**config.mk**
```make
export PLATFORM = sky130hd
export DESIGN_NAME = apb_wr_rd_arbiter
export DESIGN_NICKNAME = d
export VERILOG_FILES = /design/src/rtl/apb_arb_pkg.sv /design/src/rtl/apb_wr_rd_arbiter_xfer_watchdog.sv /design/src/rtl/apb_wr_rd_arbiter.sv
export SDC_FILE = /design/constraint.sdc
export NUM_CORES = 1
export LEC_CHECK = 0
export CAP_MARGIN = 20
export CORE_ASPECT_RATIO = 0.6
export CORE_UTILIZATION = 45
export CTS_BUF_LIST = sky130_fd_sc_hd__clkbuf_2 sky130_fd_sc_hd__clkbuf_4 sky130_fd_sc_hd__clkbuf_8
export DETAILED_ROUTE_END_ITERATION = 12
export PLACE_DENSITY_LB_ADDON = 0.1
export SLEW_MARGIN = 10
export SYNTH_ARGS = -nofsm -noshare
export SYNTH_HDL_FRONTEND = slang
export SYNTH_SLANG_ARGS = --single-unit
```
**constraint.sdc**
```tcl
create_clock -name clk -period 3.05 [get_ports clk]
set_input_delay 0.305 -clock clk [delete_from_list [all_inputs] [get_ports clk]]
set_output_delay 0.305 -clock clk [all_outputs]
set_load 0.005 [all_outputs]
```
**src/rtl/apb_arb_pkg.sv**
```systemverilog
// Shared state encoding, default widths and watchdog sizing for the APB
// write/read arbiter.
package apb_arb_pkg;

   localparam int unsigned RATIO_W_DEF = 3;
   localparam int unsigned CNT_W_DEF   = 4;

   typedef enum logic [1:0] {
      IDLE   = 2'd0,
      GNT_WR = 2'd1,
      GNT_RD = 2'd2
   } arb_state_t;

   // Counter width for a watchdog that must reach timeout_cycles-1; at least 1 bit.
   function automatic int unsigned wdog_w(input int unsigned timeout_cycles);
      if (timeout_cycles < 2) return 1;
      return int'($clog2(timeout_cycles));
   endfunction

endpackage

```
**src/rtl/apb_wr_rd_arbiter_xfer_watchdog.sv**
```systemverilog
// Grant watchdog: counts cycles a grant is held and flags the last allowed
// cycle so the arbiter can abort a stalled APB transfer.
module xfer_watchdog
   import apb_arb_pkg::*;
#(
   parameter int unsigned TIMEOUT_CYCLES = 256
) (
   input  logic clk,
   input  logic rst,
   input  logic clr,
   input  logic en,
   output logic expire_c
);

   localparam int unsigned WDOG_W = wdog_w(TIMEOUT_CYCLES);

   logic [WDOG_W-1:0] wdog;

   generate
      if (TIMEOUT_CYCLES == 0) begin : g_off
         assign wdog     = '0;
         assign expire_c = 1'b0;
      end else begin : g_on
         localparam logic [WDOG_W-1:0] LAST = WDOG_W'(TIMEOUT_CYCLES - 1);

         always_ff @(posedge clk or posedge rst) begin
            if (rst) begin
               wdog <= '0;
            end else if (clr) begin
               wdog <= '0;
            end else if (en) begin
               wdog <= wdog + WDOG_W'(1);
            end
         end

         assign expire_c = en && (wdog == LAST);
      end
   endgenerate

endmodule

```
**src/rtl/apb_wr_rd_arbiter.sv**
```systemverilog
// Arbitrates the single APB master port between the pending-write and
// pending-read paths, weighting writes by wr_rd_ratio.
module apb_wr_rd_arbiter
   import apb_arb_pkg::*;
#(
   parameter int unsigned RATIO_W        = RATIO_W_DEF,
   parameter int unsigned CNT_W          = CNT_W_DEF,
   parameter int unsigned TIMEOUT_CYCLES = 256
) (
   input  logic               clk,
   input  logic               rst,
   input  logic               wr_req,
   input  logic               rd_req,
   input  logic [RATIO_W-1:0] wr_rd_ratio,
   input  logic               xfer_done,
   output logic               wr_grant,
   output logic               rd_grant,
   output logic               busy,
   output logic               timeout_err
);

   localparam logic [CNT_W-1:0] CNT_MAX = CNT_W'(1 << RATIO_W);

   arb_state_t       state;
   arb_state_t       state_nxt;
   logic [CNT_W-1:0] wr_cnt;
   logic [CNT_W-1:0] wr_cnt_nxt;
   logic             timeout_nxt;
   logic             expire_c;
   logic             fin_c;
   logic             wdog_clr_c;
   logic             wdog_en_c;

   assign wdog_clr_c = (state == IDLE);
   assign wdog_en_c  = (state != IDLE);
   assign fin_c      = xfer_done || expire_c;

   xfer_watchdog #(
      .TIMEOUT_CYCLES(TIMEOUT_CYCLES)
   ) u_wdog (
      .clk      (clk),
      .rst      (rst),
      .clr      (wdog_clr_c),
      .en       (wdog_en_c),
      .expire_c (expire_c)
   );

   // Next-state, write-run counter and abort flag.
   always_comb begin
      state_nxt   = state;
      wr_cnt_nxt  = wr_cnt;
      timeout_nxt = 1'b0;
      case (state)
         IDLE: begin
            if (wr_req && (!rd_req || (wr_cnt <= CNT_W'(wr_rd_ratio)))) begin
               state_nxt = GNT_WR;
            end else if (rd_req) begin
               state_nxt = GNT_RD;
            end
         end
         GNT_WR: begin
            if (fin_c) begin
               state_nxt   = IDLE;
               wr_cnt_nxt  = (wr_cnt >= CNT_MAX) ? CNT_MAX : wr_cnt + CNT_W'(1);
               timeout_nxt = !xfer_done;
            end
         end
         GNT_RD: begin
            if (fin_c) begin
               state_nxt   = IDLE;
               wr_cnt_nxt  = '0;
               timeout_nxt = !xfer_done;
            end
         end
         default: begin
            state_nxt = IDLE;
         end
      endcase
   end

   // Grants are decoded from the next state so they are flops aligned with state.
   always_ff @(posedge clk or posedge rst) begin
      if (rst) begin
         state       <= IDLE;
         wr_cnt      <= '0;
         wr_grant    <= 1'b0;
         rd_grant    <= 1'b0;
         busy        <= 1'b0;
         timeout_err <= 1'b0;
      end else begin
         state       <= state_nxt;
         wr_cnt      <= wr_cnt_nxt;
         wr_grant    <= (state_nxt == GNT_WR);
         rd_grant    <= (state_nxt == GNT_RD);
         busy        <= (state_nxt != IDLE);
         timeout_err <= timeout_nxt;
      end
   end

endmodule

```
Word level (Yosys, flattened, before mapping)
Index checks and enable logic that the tools add are counted.
Widths: inputs -> output; s select.
- register bits: 18
- input bits: 8
- logic and storage cells: 43
- add/subtract/negate cells: 2
- $lt $le $gt $ge: 2
- equal/unequal tests: 7
- multiplexer cells: 12
- reduce and logical (&&, ||, !) cells: 13
- operators by type and width (cell ; number):
    $mux 8 ; 2
    $mux 4 ; 3
    $add 8x1->8 const B ; 1
    $eq 8x8->1 const B ; 1
    $pmux 4 s2 ; 1
    $reduce_bool 2->1 ; 4
    $mux 2 ; 3
    $add 4x1->4 const B ; 1
    $eq 2x1->1 const B ; 2
    $eq 2x2->1 const B ; 2
    $ge 4x4->1 const B ; 1
    $le 4x3->1 ; 1
    $ne 2x2->1 const B ; 2
    $pmux 2 s2 ; 1
    $reduce_and 3->1 ; 1
    $logic_and 1x1->1 ; 2
    $logic_not 1->1 ; 2
    $logic_not 2->1 ; 1
    $logic_or 1x1->1 ; 2
    $mux 1 ; 2
    $reduce_or 2->1 ; 1

Depth between registers and ports, before layout
Gate-level depths: netlist of the first run.
- depth after elaboration: 6
- mapped depth: 6
- depth with buffers taken out: 6

Modules after synthesis
Synthesis of the first run repeated with hierarchy kept, for this count alone.
- cell total of the unflattened synthesis: 107
- area, all modules: 1104.8 um^2
- by module, submodules not included (module ; times used ; cells each ; area an instance (um^2) ; sequential area each (um^2)):
    apb_wr_rd_arbiter ; 1 ; 66 ; 685.7 ; 250.2
    xfer_watchdog ; 1 ; 41 ; 419.2 ; 200.2

Worst setup path after synthesis of the first run
Ideal clock, no wire load.
- kind: reg-to-reg
- start point: register wr_cnt[2]
- end point: register wr_grant
- arrival time: 1527 ps
- slack: 1455 ps
- cell stages (with the launch flop): 6
- path buffers: 0
- cell sequence: dfrtp_1 ha_1 a211o_1 o211ai_2 a32o_2 and4b_1
- cells in the longest elaborated chain, start to end: 6
- RTL lines (what ; line ; RTL):
    start, declared ; apb_wr_rd_arbiter.sv:26 ; logic [CNT_W-1:0] wr_cnt;
    start signal, assigned ; apb_wr_rd_arbiter.sv:92 ; wr_cnt <= wr_cnt_nxt;
    $le 4x3->1 ; apb_wr_rd_arbiter.sv:55 ; if (wr_req && (!rd_req || (wr_cnt <= CNT_W'(wr_rd_ratio)))) begin
    $logic_or 1x1->1 ; apb_wr_rd_arbiter.sv:55 ;
    $logic_and 1x1->1 ; apb_wr_rd_arbiter.sv:55 ;
    $mux 2 ; apb_wr_rd_arbiter.sv:55 ;
    $pmux 2 s2 ; apb_wr_rd_arbiter.sv:53 ; case (state)
    $eq 2x1->1 ; apb_wr_rd_arbiter.sv:93 ; wr_grant <= (state_nxt == GNT_WR);
    end signal, assigned ; apb_wr_rd_arbiter.sv:93 ;
    end, declared ; apb_wr_rd_arbiter.sv:16 ; output logic wr_grant,
No other way between the ends.
A chain may end at the register's enable or synchronous reset.

Final worst setup path of the first run
- start point: register state[0]
- end point: register rd_grant
- cells in the longest elaborated chain, start to end: 6
- elaborated cells on any way between the ends: 12
- classes of those cells: 3 x eq/ne; 4 x mux; 5 x reduce/logical
- RTL lines (what ; line ; RTL):
    start, declared ; apb_wr_rd_arbiter.sv:24 ; arb_state_t state;
    start signal, assigned ; apb_wr_rd_arbiter.sv:91 ; state <= state_nxt;
    $reduce_bool 2->1 ; apb_wr_rd_arbiter.sv:35 ; assign wdog_en_c = (state != IDLE);
    $logic_and 1x1->1 ; apb_wr_rd_arbiter_xfer_watchdog.sv:36 ; assign expire_c = en && (wdog == LAST);
    $logic_or 1x1->1 ; apb_wr_rd_arbiter.sv:36 ; assign fin_c = xfer_done || expire_c;
    $mux 2 ; apb_wr_rd_arbiter.sv:62, apb_wr_rd_arbiter.sv:69 ;
    $pmux 2 s2 * ; apb_wr_rd_arbiter.sv:53 ;
    $eq 2x2->1 * ; apb_wr_rd_arbiter.sv:94 ; rd_grant <= (state_nxt == GNT_RD);
    end signal, assigned ; apb_wr_rd_arbiter.sv:94 ;
    end, declared ; apb_wr_rd_arbiter.sv:17 ; output logic rd_grant,
Every way passes the cells marked *; elsewhere a longest branch is shown, timed or not.

==> results of run 1 <==
-- worst max path at each step --
stage,from,endpoint,cells after the start
final,state[0]$_DFF_PP0_,rd_grant$_DFF_PP0_,6
after global routing,state[0]$_DFF_PP0_,rd_grant$_DFF_PP0_,6
after CTS,state[0]$_DFF_PP0_,rd_grant$_DFF_PP0_,6
after detailed placement,wr_rd_ratio[2],wr_grant$_DFF_PP0_,7
after global placement,wr_rd_ratio[2],wr_grant$_DFF_PP0_,7
after floorplan,wr_cnt[2]$_DFFE_PP0P_,wr_grant$_DFF_PP0_,5
-- area by class of cell --
| class | instances | share of cell area [%] |
|---|---|---|
| sequential | 18 | 38.1 |
| multi-input combinational | 69 | 43.2 |
| clock buffer | 3 | 3.50 |
| tap | 28 | 2.97 |
| inverter | 9 | 2.86 |
| timing repair buffer | 11 | 9.32 |
-- power by group --
group | total [mW] | switching, mW | leakage, nW | internal, mW
Clock | 0.162 | 0.0748 | 0.0216 | 0.0877
Combinational | 0.345 | 0.173 | 0.310 | 0.173
Sequential | 0.369 | 0.0650 | 0.238 | 0.304
-- registers in the layout, indices dropped and copies added (netlist names) --
register and count:
wr_grant 1, busy 1, state 2, timeout_err 1
rd_grant 1, u_wdog.wdog 8, wr_cnt 4
-- cell usage in the layout (no fill, tap or decap), types with 2 or more instances in the layout --
cell,count
sky130_fd_sc_hd__dfrtp_1,18
sky130_fd_sc_hd__clkdlybuf4s50_1,11
sky130_fd_sc_hd__ha_1,10
sky130_fd_sc_hd__inv_1,9
sky130_fd_sc_hd__nor2_1,8
sky130_fd_sc_hd__nand3_1,4
sky130_fd_sc_hd__o21ai_0,4
sky130_fd_sc_hd__xor2_1,4
sky130_fd_sc_hd__nand2_1,3
sky130_fd_sc_hd__a21oi_1,3
sky130_fd_sc_hd__and3_1,3
sky130_fd_sc_hd__nor2b_1,3
sky130_fd_sc_hd__clkbuf_8,3
sky130_fd_sc_hd__and4b_1,2
sky130_fd_sc_hd__a21o_1,2
sky130_fd_sc_hd__and2_1,2
sky130_fd_sc_hd__o21bai_1,2
sky130_fd_sc_hd__a31oi_1,2
sky130_fd_sc_hd__nand4_1,2
-- through the flow --
stage                     instance area, um^2  cells
after global routing                     1180    138
final                                    1180    138
after floorplan                           998     97
after CTS                                1180    138
after detailed placement                 1140    135
after global placement                   1140    135
-- cell families after synthesis --
group,synth area share (%)
and+or+nand+nor,19.3
AOI/OAI and AO/OA,13.9
DFF,45.1
buffers and inverters,3.76
adders and majority gates,12.5
xor gates and xnor gates,4.39
muxes,1.00
-- per-layer routing --
metal	vias to the layer above	part of all wire (%)	wire length, um	global-route usage [%]
li1	368	-	-	-
met3	2	4.6	86	6.55
met2	12	38	703	25.3
met1	340	57	1070	27.7
met5	-	0	0	0
met4	0	0.59	11	5.23
-- worst reg2reg max path, cell delays in order (launching register included) --
cell and delay [ps]:
sky130_fd_sc_hd__dfrtp_1 430, sky130_fd_sc_hd__inv_1 110, sky130_fd_sc_hd__ha_1 360, sky130_fd_sc_hd__and4b_1 360, sky130_fd_sc_hd__nand2_2 90, sky130_fd_sc_hd__a32o_2 250
sky130_fd_sc_hd__a211oi_1 220
==> run_results.csv, run 1 <==
group,metric,value,unit
run_status,run_status,"completed",
clock_network,tritoncts,"done",
worst_hold_path,holdCritPathClass,"input port to async pin",
critical_path,setup.worst_path.end_class,"register",
timing,relSlewSlack,54.3,%
critical_path,critical_path.top_delay_family,"compound AO/OA/AOI/OAI gates",
clock_network,ctsHoldBuffers,0,
finish,post-route-util,60.1,%
floorplanning,top_level_ports,12,
critical_path,r2r_slack,1130,ps
clock_network,clk_latency,250,ps
timing,clock-skew-final,5.35,ps
floorplanning,rows,12,
power,vdd_ir_drop_max,352,uV
critical_path,worstPathRequired,3200,ps
critical_path,critical_path.startpoint_type,"register",
critical_path,r2r_start,"state[0]$_DFF_PP0_",
place,place_congestion,0.802,
drt,wl_per_cell,13.6,um
place,dp_worst_setup_slack,968,ps
clock_network,post_cts_buffers,0,
global_routing,track_usage,18.8,%
floorplanning,die_x,62.8,um
timing,timing.setup.tns,0,ps
global_routing,grt-ovfl-total,0,
drt,postRouteWirelength,1870,um
floorplanning,start_util,50.8,%
clock_network,tritoncts_num_sinks,18,
critical_path,cells_along_the_critical_path,"inv_1 -> ha_1 -> and4b_1 -> nand2_2 -> a32o_2 -> a211oi_1",
drt,remaining_drc_errors,0,
power,cellPowerDensity,742,mW/mm^2
synthesis,syn-mean-instance-area,10.3,um^2
timing,post-route-period-util,62.9,%
timing,worst_slack,1130,ps
global_routing,first_global_vias,653,
drt,drt-initial-drc-count,25,
synthesis,synth-seq-area-share,45.1,%
critical_path,critical_path_arrival,2070,ps
clock_network,worst_case_clock_buffer_depth,2,
timing,final-setup-viol-count,0,
clock_network,clk_pin_slew,70,ps
finish,seq_area,450,um^2
finish,flow.area_growth_from_synthesis,18.3,%
global_routing,grt_first_pass_wirelength,3130,um
place,dp_hpwl,1390,um
critical_path,path_max_fanout,12,
clock_network,htree_levels,1,
clock_network,clockRootBuffer,"sky130_fd_sc_hd__clkbuf_8",
synthesis,async_reset_ff_share,100,%
finish,diodes,0,
drt,number_of_vias_after_detailed_routing,722,
synthesis,yosys_top_cell_area_share,45.1,%
synthesis,synthCells,97,
global_routing,grt_antenna_before_repair,0,
timing,worst-slew-pin-transition,684,ps
run,max_cap_viol_count,0,
synthesis,synth_edf_count,0,
timing,max_freq,522,MHz
clock_network,ctsResizeCount,0,
synthesis,synthesis.yosys.warnings,0,
power,pwr_total,0.877,mW
floorplanning,core_area,0.00197,mm^2
place,buffer_ports.inserted,11,
clock_network,cts-buffers-inserted,3,
finish,post_route_cells_drive_above_1_share,6.36,%
synthesis,yosys.cell_count.top_type,"sky130_fd_sc_hd__dfrtp_1",
critical_path,cp_slowest_stage_delay,430,ps
critical_path,critical_path_class,"register to register",
critical_path,critPathSlowestCell,"sky130_fd_sc_hd__dfrtp_1",
synthesis,netlist_top_cells_count,"sky130_fd_sc_hd__dfrtp_1, sky130_fd_sc_hd__ha_1, sky130_fd_sc_hd__inv_1",
timing,rsz0062_at_grt,"no",
critical_path,reg2reg_to,"rd_grant$_DFF_PP0_",
synthesis,synth_cell_type_count,33,
finish,finalNetCount,130,
global_routing,grt_start_max_net_pins,19,
timing,timing.final.max_slew_violations,0,
finish,final.fill_count,170,
drt,route.antenna.remaining_nets,0,
synthesis,synth_top_flop_cell,"sky130_fd_sc_hd__dfrtp_1",
drt,firstDrtPassIters,4,
synthesis,postSynthNetCount,115,
synthesis,yosys-top-cells-area,"sky130_fd_sc_hd__dfrtp_1, sky130_fd_sc_hd__ha_1, sky130_fd_sc_hd__xor2_1",
finish,multi_input_gate_area,510,um^2
timing,fin_crit,1920,ps
power,static-leakage-power,0.569,nW
drt,vias_per_cell,5.23,
floorplanning,die_area,0.00242,mm^2
critical_path,number_of_buffer_and_inverter_stages_on_the_critical_path,1,
synthesis,netlist_area,998,um^2
timing,timing.hold.ws,465,ps
critical_path,r2r_cells,6,
synthesis,post-synth-top-area-cell,"sky130_fd_sc_hd__dfrtp_1",
timing,final_hold_viol_count,0,
floorplanning,die_y,38.5,um
synthesis,ys_ff_latch,18,
Power figures use the tool's default switching activity.
==> inputs of run 2 (changes only) <==
clock period = 1.9 ns   (was 3.05 ns; I/O delays follow)
==> run_results.csv, run 2 (synthesis results as in run 1) <==
group,metric,value,unit
global_routing,track_usage,18.8,%
critical_path,critical_path_class,"register to register",
finish,layout_top_registers,"u_wdog.wdog x8, wr_cnt x4, state x2",
power,power.share.sequential,38.7,%
power,cellInternalPower,0.979,mW
critical_path,cp_slowest_stage_delay,440,ps
finish,finalNetCount,134,
place,buffer_ports.inserted,11,
clock_network,ctsResizeCount,0,
floorplanning,die_x,62.8,um
clock_network,clk_latency,250,ps
clock_network,htree_levels,1,
worst_hold_path,holdCritPathClass,"input port to async pin",
critical_path,setup.worst_path.end_class,"register",
critical_path,cells_along_the_critical_path,"ha_1 -> a211o_1 -> o211ai_2 -> a32o_2 -> and4b_1",
timing,worst-slew-pin-transition,264,ps
drt,postRouteWirelength,1980,um
power,clockPowerShare,20.8,%
global_routing,grt-ovfl-total,0,
finish,top_library_cells_by_usage_in_the_layout_fill_and_taps_aside,"sky130_fd_sc_hd__dfrtp_1, sky130_fd_sc_hd__clkdlybuf4s50_1, sky130_fd_sc_hd__ha_1",
finish,most_frequent_standard_cell_in_the_layout_excluding_fill_and_tap_cells,"sky130_fd_sc_hd__dfrtp_1",
timing,worst_slack,161,ps
finish,largest_register_ffs,8,
clock_network,worst_case_clock_buffer_depth,2,
floorplanning,top_level_ports,12,
critical_path,critical_path.top_delay_family,"compound AO/OA/AOI/OAI gates",
place,place_congestion,0.837,
clock_network,clockRootBuffer,"sky130_fd_sc_hd__clkbuf_8",
timing,rsz0062_at_grt,"no",
timing,max_freq,575,MHz
critical_path,critical_path_arrival,1930,ps
timing,final_hold_viol_count,0,
floorplanning,rows,12,
place,dp_worst_setup_slack,-60.4,ps
clock_network,post_cts_buffers,0,
run,max_cap_viol_count,0,
timing,timing.hold.ws,257,ps
clock_network,tritoncts,"done",
power,static-leakage-power,0.596,nW
floorplanning,core_area,0.00197,mm^2
power,p_sw_share,34.9,%
power,cellPowerDensity,1230,mW/mm^2
drt,firstDrtPassIters,4,
global_routing,grt_antenna_before_repair,0,
clock_network,cts-buffers-inserted,3,
power,combinationalPowerShare,40.5,%
drt,drt-initial-drc-count,28,
critical_path,path_max_fanout,5,
clock_network,clk_pin_slew,70,ps
finish,post-route-util,62.3,%
place,dp_hpwl,1490,um
timing,final-setup-viol-count,0,
power,pwr_total,1.51,mW
timing,post-route-period-util,91.5,%
floorplanning,die_area,0.00242,mm^2
drt,vias_per_cell,5.19,
drt,wl_per_cell,13.8,um
timing,clock-skew-final,4.40,ps
finish,diodes,0,
global_routing,first_global_vias,668,
drt,route.antenna.remaining_nets,0,
global_routing,grt_start_max_net_pins,19,
timing,fin_crit,1740,ps
clock_network,ctsHoldBuffers,0,
critical_path,critical_path.startpoint_type,"register",
global_routing,grt_first_pass_wirelength,3250,um
finish,post_route_cells_drive_above_1_share,10.4,%
drt,remaining_drc_errors,0,
timing,timing.final.max_slew_violations,0,
critical_path,worstPathRequired,2090,ps
clock_network,tritoncts_num_sinks,18,
power,vdd_ir_drop_max,642,uV
critical_path,number_of_buffer_and_inverter_stages_on_the_critical_path,0,
critical_path,critPathSlowestCell,"sky130_fd_sc_hd__dfrtp_1",
finish,top_register,"u_wdog.wdog",
floorplanning,die_y,38.5,um
timing,relSlewSlack,82.4,%
floorplanning,start_util,50.8,%
finish,flow.area_growth_from_synthesis,22.7,%
drt,number_of_vias_after_detailed_routing,742,
power,p_switching,0.526,mW
run_status,run_status,"completed",
## run 2: changes by cell type in the layout (fill, tap and decap cells not counted), sizes merged
cell    previous run  this run
clkbuf             3         4
buf                0         4
## run 2: routing by layer
layer | GRT usage, % | vias up | wire length, um
met5 | 0 | - | 0
met4 | 3.49 | 0 | 6
met3 | 6.25 | 2 | 80
met2 | 25.8 | 16 | 757
met1 | 28.3 | 344 | 1140
li1 | - | 380 | -
## run 2: area by class of cell
cell class | count | area (um^2)
Sequential cell | 18 | 450
Clock buffer | 4 | 55.1
Fill cell | 166 | 742
Inverter | 9 | 33.8
Tap cell | 28 | 35.0
Timing Repair Buffer | 15 | 140
Multi-Input combinational cell | 69 | 510
## run 2: power groups by stage
| stage | clock [mW] | sequential (mW) | combinational [mW] |
|---|---|---|---|
| floorplan | 0 | 0.568 | 0.392 |
| global placement | 0 | 0.586 | 0.590 |
| detailed placement | 0 | 0.586 | 0.603 |
| CTS | 0.323 | 0.580 | 0.610 |
| global route | 0.335 | 0.594 | 0.684 |
| finish | 0.313 | 0.582 | 0.610 |
## run 2: stage by stage
stage | TNS (ps) | instance area [um^2] | cells
CTS | 0 | 1220 | 143
floorplan | 0 | 998 | 97
finish | 0 | 1220 | 143
global route | 0 | 1220 | 143
global placement | -36.4 | 1170 | 139
detailed placement | -78.5 | 1170 | 139
## run 2: tightest hold or removal path: stages
cell and delay [ps]:
sky130_fd_sc_hd__clkdlybuf4s50_1 400, sky130_fd_sc_hd__inv_1 60, sky130_fd_sc_hd__buf_4 240
## run 2: worst paths after layout
kind	from	cells past startpoint	to	slack [ps]
max in group asynchronous	rst	3	u_wdog.wdog[2]$_DFF_PP0_	1440
worst max register to register	wr_cnt[2]$_DFFE_PP0P_	5	wr_grant$_DFF_PP0_	160
worst min register to register	u_wdog.wdog[0]$_DFF_PP0_	1	u_wdog.wdog[0]$_DFF_PP0_	490
worst max-delay path	wr_cnt[2]$_DFFE_PP0P_	5	wr_grant$_DFF_PP0_	160
min in group clk	u_wdog.wdog[0]$_DFF_PP0_	1	u_wdog.wdog[0]$_DFF_PP0_	490
worst min-delay path	rst	3	u_wdog.wdog[7]$_DFF_PP0_	260
==> inputs of run 3 (changes only) <==
clock period = 1.5 ns   (was 1.9 ns; I/O delays follow)
==> run_results.csv, run 3 (synthesis results as in run 1) <==
group,metric,value,unit
floorplanning,top_level_ports,12,
timing,rsz0062_at_grt,"yes",
critical_path,path_max_fanout,4,
timing,final-setup-viol-count,6,
clock_network,tritoncts_num_sinks,18,
clock_network,htree_levels,1,
drt,firstDrtPassIters,4,
run_status,run_status,"finished with violations",
global_routing,track_usage,21.6,%
timing,fin_crit,1620,ps
critical_path,critical_path.startpoint_type,"register",
global_routing,gr-usage-met1,30.7,%
drt,wl_per_cell,14.2,um
run,max_cap_viol_count,0,
power,pwr_total,2.14,mW
global_routing,global_route.usage.met2,28.0,%
global_routing,grt.busiest_layer,"met1",
power,cellPowerDensity,1600,mW/mm^2
power,static-leakage-power,0.646,nW
clock_network,clk_latency,260,ps
drt,remaining_drc_errors,0,
finish,largest_register_ffs,8,
drt,postRouteWirelength,2170,um
clock_network,tritoncts,"done",
finish,final.fill_count,149,
floorplanning,core_area,0.00197,mm^2
timing,post-route-period-util,108,%
critical_path,r2r_cells,5,
worst_hold_path,holdCritPathClass,"input port to async pin",
place,place_congestion,0.835,
critical_path,critical_path_class,"register to register",
timing,worst-slew-pin-transition,226,ps
finish,flow.area_growth_from_synthesis,33.8,%
power,vdd_ir_drop_max,902,uV
timing,max_freq,618,MHz
global_routing,grt_antenna_before_repair,0,
drt,number_of_vias_after_detailed_routing,814,
finish,post_layout_nonfiller_instances,153,
global_routing,grt_start_max_net_pins,19,
timing,timing.final.max_slew_violations,0,
finish,post-route-util,67.9,%
floorplanning,rows,12,
timing,clock-skew-final,2.43,ps
critical_path,r2r_slack,-120,ps
drt,route.antenna.remaining_nets,0,
critical_path,r2r_start,"wr_cnt[2]$_DFFE_PP0P_",
timing,timing.setup.tns,-384,ps
finish,top_register,"u_wdog.wdog",
global_routing,use_met3,7.14,%
floorplanning,die_y,38.5,um
floorplanning,die_x,62.8,um
clock_network,clockRootBuffer,"sky130_fd_sc_hd__clkbuf_8",
clock_network,worst_case_clock_buffer_depth,2,
finish,most_frequent_standard_cell_in_the_layout_excluding_fill_and_tap_cells,"sky130_fd_sc_hd__dfrtp_1",
place,dp_worst_setup_slack,-321,ps
floorplanning,die_area,0.00242,mm^2
critical_path,cp-startpoint,"wr_cnt[2]$_DFFE_PP0P_",
finish,layout_top_registers,"u_wdog.wdog x8, wr_cnt x4, state x2",
finish,finalNetCount,144,
global_routing,first_global_vias,706,
critical_path,critical_path_arrival,1820,ps
global_routing,grt-ovfl-total,0,
place,dp_hpwl,1600,um
timing,worst_slack,-118,ps
timing,final_hold_viol_count,0,
clock_network,cts-buffers-inserted,3,
place,numPlacedInstances,146,
critical_path,worstPathRequired,1700,ps
drt,drt-initial-drc-count,53,
global_routing,grt_first_pass_wirelength,3520,um
finish,diodes,0,
floorplanning,start_util,50.8,%
place,buffer_ports.inserted,11,
critical_path,setup.worst_path.end_class,"register",
run_status,violations,"negative setup slack",
clock_network,ctsHoldBuffers,0,
timing,relSlewSlack,84.9,%
clock_network,clk_pin_slew,70,ps
drt,vias_per_cell,5.32,
finish,top_library_cells_by_usage_in_the_layout_fill_and_taps_aside,"sky130_fd_sc_hd__dfrtp_1, sky130_fd_sc_hd__buf_4, sky130_fd_sc_hd__clkdlybuf4s50_1",
finish,post_route_cells_drive_above_1_share,23.2,%
## run 3: cell count changes in the layout (fill, tap and decap cells not counted)
cell	previous run	this run
sky130_fd_sc_hd__ha_4	0	2
sky130_fd_sc_hd__inv_2	0	2
sky130_fd_sc_hd__nand3_2	0	1
sky130_fd_sc_hd__a211oi_2	0	1
sky130_fd_sc_hd__buf_4	4	14
sky130_fd_sc_hd__a211oi_1	1	0
sky130_fd_sc_hd__ha_1	10	8
sky130_fd_sc_hd__inv_1	9	7
sky130_fd_sc_hd__dfrtp_1	18	17
sky130_fd_sc_hd__nand3_1	4	3
sky130_fd_sc_hd__dfrtp_2	0	1
## run 3: cell type report
cell class	count	area [um^2]	area share, %
flip-flops and latches	18	452	33.8
repair buffers	25	215	16.1
clock buffers	4	55.1	4.12
multi-input cells	69	546	40.8
inverters	9	33.8	2.53
well taps	28	35.0	2.62
## run 3: path summary, 6_finish.rpt
check	endpoint
worst max-delay path	wr_grant$_DFF_PP0_
max in group asynchronous	wr_cnt[2]$_DFFE_PP0P_
worst min register to register	u_wdog.wdog[7]$_DFF_PP0_
min in group clk	u_wdog.wdog[7]$_DFF_PP0_
worst min-delay path	wr_cnt[3]$_DFFE_PP0P_
worst max register to register	wr_grant$_DFF_PP0_
## run 3: repair_timing
| action | in CTS | in global routing |
|---|---|---|
| endpoints found under the setup margin | 7 | 9 |
| resized for setup | 5 | 1 |
| gates cloned | 0 | 0 |
| pin swaps | 7 | 5 |
| buffers inserted | 1 | 2 |
## run 3: through the flow
stage          hold WS (ps)  area (um^2)
3_5_place_dp            506         1230
2_1_floorplan          88.6         1010
6_report                222         1340
3_3_place_gp            481         1230
5_1_grt                 258         1340
4_1_cts                 231         1320
## run 3: routing by layer
layer  vias to the layer above  wire length [um]
met1                       389              1160
met2                        21               809
met5                         -                 0
met3                         5               153
li1                        399                 -
met4                         0                44
## run 3: worst max-delay path: stages (launching register included)
cell                       delay, ps
sky130_fd_sc_hd__dfrtp_2         440
sky130_fd_sc_hd__ha_4            230
sky130_fd_sc_hd__a211o_1         270
sky130_fd_sc_hd__o211ai_2        190
sky130_fd_sc_hd__a21o_1          220
sky130_fd_sc_hd__and4b_1         210
## run 3: power breakdown
group	total [mW]	switching, mW	internal, mW
Combinational	1.03	0.482	0.545
Sequential	0.716	0.0956	0.620
Clock	0.400	0.166	0.234
Total	2.14	0.744	1.40
